## config.mk

```make
export PLATFORM = sky130hd
export DESIGN_NAME = command_word_sequencer
export DESIGN_NICKNAME = d
export VERILOG_FILES = /design/src/rtl/pic_pkg.sv /design/src/rtl/command_word_decoder.sv /design/src/rtl/command_word_sequencer.sv
export SDC_FILE = /design/constraint.sdc
export NUM_CORES = 1
export LEC_CHECK = 0
export CAP_MARGIN = 25
export CORE_UTILIZATION = 42
export CTS_BUF_LIST = sky130_fd_sc_hd__clkbuf_4 sky130_fd_sc_hd__clkbuf_8 sky130_fd_sc_hd__clkbuf_16
export CTS_CLUSTER_SIZE = 8
export DETAILED_ROUTE_END_ITERATION = 16
export MAX_ROUTING_LAYER = met4
export PLACE_DENSITY_LB_ADDON = 0.05
export SYNTH_ARGS = -nofsm -noshare
export SYNTH_HDL_FRONTEND = slang
export SYNTH_SLANG_ARGS = --single-unit
```

## constraint.sdc

```tcl
create_clock -name clk -period 1.7 [get_ports clk]
set_clock_uncertainty 0.2 [all_clocks]
set_input_delay 0.34 -clock clk [delete_from_list [all_inputs] [get_ports clk]]
set_output_delay 0.34 -clock clk [all_outputs]
set_load 0.02 [all_outputs]
```

## src/rtl/pic_pkg.sv

```systemverilog
// Shared types and bit positions for the 8259A-compatible controller write path.
package pic_pkg;

    typedef enum logic [2:0] {
        StUninit,
        StWaitIcw2,
        StWaitIcw3,
        StWaitIcw4,
        StReady
    } seq_state_e;

    typedef enum logic [1:0] {
        CmdIcw1,
        CmdA0Write,
        CmdOcw2,
        CmdOcw3
    } cmd_class_e;

    localparam int unsigned ICW1_IC4     = 0;
    localparam int unsigned ICW1_SNGL    = 1;
    localparam int unsigned ICW1_LTIM    = 3;
    localparam int unsigned CMD_D3       = 3;
    localparam int unsigned CMD_D4       = 4;
    localparam int unsigned ICW4_UPM     = 0;
    localparam int unsigned ICW4_AEOI    = 1;
    localparam int unsigned ICW4_MS      = 2;
    localparam int unsigned ICW4_BUF     = 3;
    localparam int unsigned ICW4_SFNM    = 4;

endpackage

```

## src/rtl/command_word_decoder.sv

```systemverilog
// Combinational classification of a CPU write (A0 + data byte) into a command class.
module command_word_decoder
    import pic_pkg::*;
(
    input  logic       a0,
    input  logic [7:0] data_in,
    output cmd_class_e cmd_class
);

    // Only D4/D3 take part in classification; the rest is payload.
    logic unused_data;
    assign unused_data = ^{data_in[7:5], data_in[2:0]};

    always_comb begin
        cmd_class = CmdA0Write;
        if (!a0) begin
            if (data_in[CMD_D4]) begin
                cmd_class = CmdIcw1;
            end else if (data_in[CMD_D3]) begin
                cmd_class = CmdOcw3;
            end else begin
                cmd_class = CmdOcw2;
            end
        end
    end

endmodule

```

## src/rtl/command_word_sequencer.sv

```systemverilog
// Tracks the ICW1..ICW4 init sequence, classifies later writes as OCWs and emits
// registered one-cycle strobes with the data byte aligned to them.
module command_word_sequencer
    import pic_pkg::*;
#(
    parameter bit SEQ_ERROR_EN = 1'b1
) (
    input  logic       clk,
    input  logic       reset_n,
    input  logic       wr_pulse,
    input  logic       a0,
    input  logic [7:0] data_in,
    output logic [7:0] internal_data_bus,
    output logic       ICW_1,
    output logic       ICW_2_4,
    output logic       OCW_1,
    output logic       OCW_2,
    output logic       OCW_3,
    output logic       ltim,
    output logic       sngl,
    output logic       ic4,
    output logic [4:0] vector_base,
    output logic [7:0] cascade_config,
    output logic       aeoi,
    output logic       buf_mode,
    output logic       master_slave,
    output logic       sfnm,
    output logic       upm,
    output logic       init_done,
    output logic       seq_error
);

    cmd_class_e cmd_class;
    seq_state_e state_q;

    command_word_decoder u_decoder (
        .a0        (a0),
        .data_in   (data_in),
        .cmd_class (cmd_class)
    );

    always_ff @(posedge clk or negedge reset_n) begin
        if (!reset_n) begin
            state_q           <= StUninit;
            internal_data_bus <= 8'h00;
            ICW_1             <= 1'b0;
            ICW_2_4           <= 1'b0;
            OCW_1             <= 1'b0;
            OCW_2             <= 1'b0;
            OCW_3             <= 1'b0;
            seq_error         <= 1'b0;
            ltim              <= 1'b0;
            sngl              <= 1'b0;
            ic4               <= 1'b0;
            vector_base       <= 5'h00;
            cascade_config    <= 8'h00;
            aeoi              <= 1'b0;
            buf_mode          <= 1'b0;
            master_slave      <= 1'b0;
            sfnm              <= 1'b0;
            upm               <= 1'b0;
            init_done         <= 1'b0;
        end else begin
            ICW_1     <= 1'b0;
            ICW_2_4   <= 1'b0;
            OCW_1     <= 1'b0;
            OCW_2     <= 1'b0;
            OCW_3     <= 1'b0;
            seq_error <= 1'b0;
            if (wr_pulse) begin
                if (cmd_class == CmdIcw1) begin
                    // ICW1 restarts from any state; vector_base survives until the next ICW2.
                    state_q           <= StWaitIcw2;
                    internal_data_bus <= data_in;
                    ICW_1             <= 1'b1;
                    ltim              <= data_in[ICW1_LTIM];
                    sngl              <= data_in[ICW1_SNGL];
                    ic4               <= data_in[ICW1_IC4];
                    cascade_config    <= 8'h00;
                    aeoi              <= 1'b0;
                    buf_mode          <= 1'b0;
                    master_slave      <= 1'b0;
                    sfnm              <= 1'b0;
                    upm               <= 1'b0;
                    init_done         <= 1'b0;
                end else begin
                    unique case (state_q)
                        StUninit: begin
                            seq_error <= SEQ_ERROR_EN;
                        end
                        StWaitIcw2: begin
                            if (cmd_class == CmdA0Write) begin
                                internal_data_bus <= data_in;
                                ICW_2_4           <= 1'b1;
                                vector_base       <= data_in[7:3];
                                if (!sngl) begin
                                    state_q <= StWaitIcw3;
                                end else if (ic4) begin
                                    state_q <= StWaitIcw4;
                                end else begin
                                    state_q   <= StReady;
                                    init_done <= 1'b1;
                                end
                            end else begin
                                seq_error <= SEQ_ERROR_EN;
                            end
                        end
                        StWaitIcw3: begin
                            if (cmd_class == CmdA0Write) begin
                                internal_data_bus <= data_in;
                                ICW_2_4           <= 1'b1;
                                cascade_config    <= data_in;
                                if (ic4) begin
                                    state_q <= StWaitIcw4;
                                end else begin
                                    state_q   <= StReady;
                                    init_done <= 1'b1;
                                end
                            end else begin
                                seq_error <= SEQ_ERROR_EN;
                            end
                        end
                        StWaitIcw4: begin
                            if (cmd_class == CmdA0Write) begin
                                internal_data_bus <= data_in;
                                ICW_2_4           <= 1'b1;
                                upm               <= data_in[ICW4_UPM];
                                aeoi              <= data_in[ICW4_AEOI];
                                master_slave      <= data_in[ICW4_MS];
                                buf_mode          <= data_in[ICW4_BUF];
                                sfnm              <= data_in[ICW4_SFNM];
                                state_q           <= StReady;
                                init_done         <= 1'b1;
                            end else begin
                                seq_error <= SEQ_ERROR_EN;
                            end
                        end
                        StReady: begin
                            internal_data_bus <= data_in;
                            OCW_1 <= (cmd_class == CmdA0Write);
                            OCW_2 <= (cmd_class == CmdOcw2);
                            OCW_3 <= (cmd_class == CmdOcw3);
                        end
                        default: begin
                            state_q <= StUninit;
                        end
                    endcase
                end
            end
        end
    end

endmodule

```

==> metrics.csv <==
metric,value,unit
status,finished clean,
hold_viol,0,
mostFrequentLayoutCells,"dlygate4sd2_1, dfrtp_1, nand2_1",
numCtsBuffers,5,
critPathKind,flop to flop,
drt_pass1_iterations,5,
vdd_drop_max,0.000715,V
final.min_clock_period,1.65,ns
fin_nets,215,
hold_path.class,flop to flop,
drive_above_1_share,27.9,%
ant_nets,0,
grt_first_pass_wirelength,6.22,mm
synthesis.area,0.00170,mm2
antenna_found_initial,0,
cts_buffer_depth,2,
die_w,65.5,um
insertion_delay,0.28,ns
grt_max_degree,24,
row_count,22,
dp_hpwl,2.87,mm
avgSynthCellArea,12.7,um2
seqCellArea,977,um2
path_clk_slew,0.07,ns
grt_usage,20.7,%
fin_area,0.00243,mm2
drc_errors,0,
diodes,0,
worst_ep_required_time,1.67,ns
end_kind,flop,
cts_tree,built,
multi_input_area,659,um2
met3WireLength,147,um
powerDensity,1400,mW/mm2
tns,0,ns
routed_via_density,4.98,
synth_warnings,0,
num_vias,1256,
grt_pass1_vias,1303,
cts_setup_buffers,0,
hold_ws,0.276,ns
setup_viol,0,
die_height,65.5,um
drtIter0Drc,51,
highest_layer,met4,
worst_slew_pin_slew,0.413,ns
final_common_cell,dlygate4sd2_1,
cts_root_buf,clkbuf_8,
p_leak,1.20,nW
start_util,45.0,%
wl_per_cell,14.9,um
maxSlewHeadroom,72.5,%
cap_violations,0,
placed_cell_area,0.00234,mm2
syn2layout_area_growth,43.1,%
fill_cells,298,
max_freq,605,MHz
cp_max_fo,8,
slew_viol_final,0,
yosysSeqAreaShare,57.6,%
synth_cells,134,
cts.sinks,39,
wl_met1,1.74,mm
post-route-period-util,97.3,%
startpoint_type,flop,
place.gp.congestion,0.792,
syn_nets,146,
die-area,0.00429,mm2
core-area,0.00377,mm2
cts-htree-levels,2,
totalWireLength,3.75,mm
top_level_ports,48,
critPathArrivalTime,1.62,ns
portBuffers,47,
yosysUniqueCellTypes,32,
ys_seq_elements,39,
dr_wl_met2,1.83,mm
grt_overflow,0,
rsz0062_at_grt,no,
stage by stage:
stage | power, mW | std cells | utilization, % | setup WS (ns)
after detailed placement | 2.94 | 243 | 62.2 | -0.443
final | 3.41 | 252 | 64.3 | 0.0465
after floorplan | 2.18 | 134 | - | 0.0682
after global routing | 3.61 | 252 | 64.3 | 0.0170
after CTS | 3.46 | 252 | 64.1 | 0.0449
after global placement | 2.90 | 243 | 62.2 | -0.380
metal layers:
metal  track usage (%)  vias to the layer above
met1              26.1                      617
met3              4.69                        2
met2              31.8                       31
met4              8.97                        0
li1                  -                      606
met5                 -                        -
synth_stat cells, drive strengths merged:
cell type,n,area [um2]
o211ai,1,21.3
dfrtp,39,976
inv,5,18.8
nor2b,1,13.8
o21ai,21,120
nor3,1,16.3
a22oi,1,7.51
nand2,25,101
and4bb,1,12.5
a2bb2oi,1,8.76
o41ai,1,8.76
a21oi,2,10.0
nor4,1,6.26
nor4b,2,17.5
mux2,15,199
a31oi,2,12.5
o2111a,1,11.3
nand3,3,32.5
and2b,1,8.76
nor2,3,18.8
or3,1,7.51
and4b,1,10.0
buf,5,56.3
worst paths after layout:
kind / from / end / slack, ns / cells past startpoint
worst max register to register: state_q[0]$_DFFE_PN0P_ / internal_data_bus[2]$_DFFE_PN0P_ / 0.05 / 5
min in group asynchronous: reset_n / ICW_1$_DFF_PN0_ / 0.32 / 2
worst min register to register: upm$_DFFE_PN0P_ / upm$_DFFE_PN0P_ / 0.28 / 2
worst min-delay path: upm$_DFFE_PN0P_ / upm$_DFFE_PN0P_ / 0.28 / 2
worst max-delay path: state_q[0]$_DFFE_PN0P_ / internal_data_bus[2]$_DFFE_PN0P_ / 0.05 / 5
max in group asynchronous: reset_n / internal_data_bus[2]$_DFFE_PN0P_ / 0.52 / 3
critical path, stage by stage, from the launching register on:
cell,delay (ns)
dfrtp_2,0.45
nor2_4,0.06
buf_4,0.16
o211ai_4,0.20
buf_12,0.17
mux2_4,0.30
sequential cells by signal (all words and copies together), names as in the netlist, 3 cells and up:
register and flops:
cascade_config 8, vector_base 5, internal_data_bus 8, state_q 3
logic make-up (layout without fill, tap and decap cells):
kind of cell           after synthesis  after routing  synth area share [%]
AO/OA/AOI/OAI                       30             30                  11.8
multiplexers                        15             15                  11.7
buffers and inverters               10             80                  4.43
flip-flops                          39             39                  57.6
AND/OR/NAND/NOR                     40             40                  14.5
layout make-up:
class | instances | share of cell area, %
clock buffer | 7 | 3.97
clock inverter | 1 | 0.309
inverter | 5 | 0.774
multi-input combinational | 85 | 27.2
sequential | 39 | 40.3
tap | 48 | 2.48
timing repair buffer | 67 | 25.0
report_power, final:
group | switching, mW | internal, mW
Combinational | 0.725 | 0.653
Clock | 0.306 | 0.369
Sequential | 0.159 | 1.20
Total | 1.19 | 2.22
timing repair:
action                                  CTS  global route
endpoints found under the hold margin    16             0
endpoints found under the setup margin   64             1
resized for setup                        41             1
hold buffers                              1             0
Note: power is estimated with default switching activity, not from simulation.
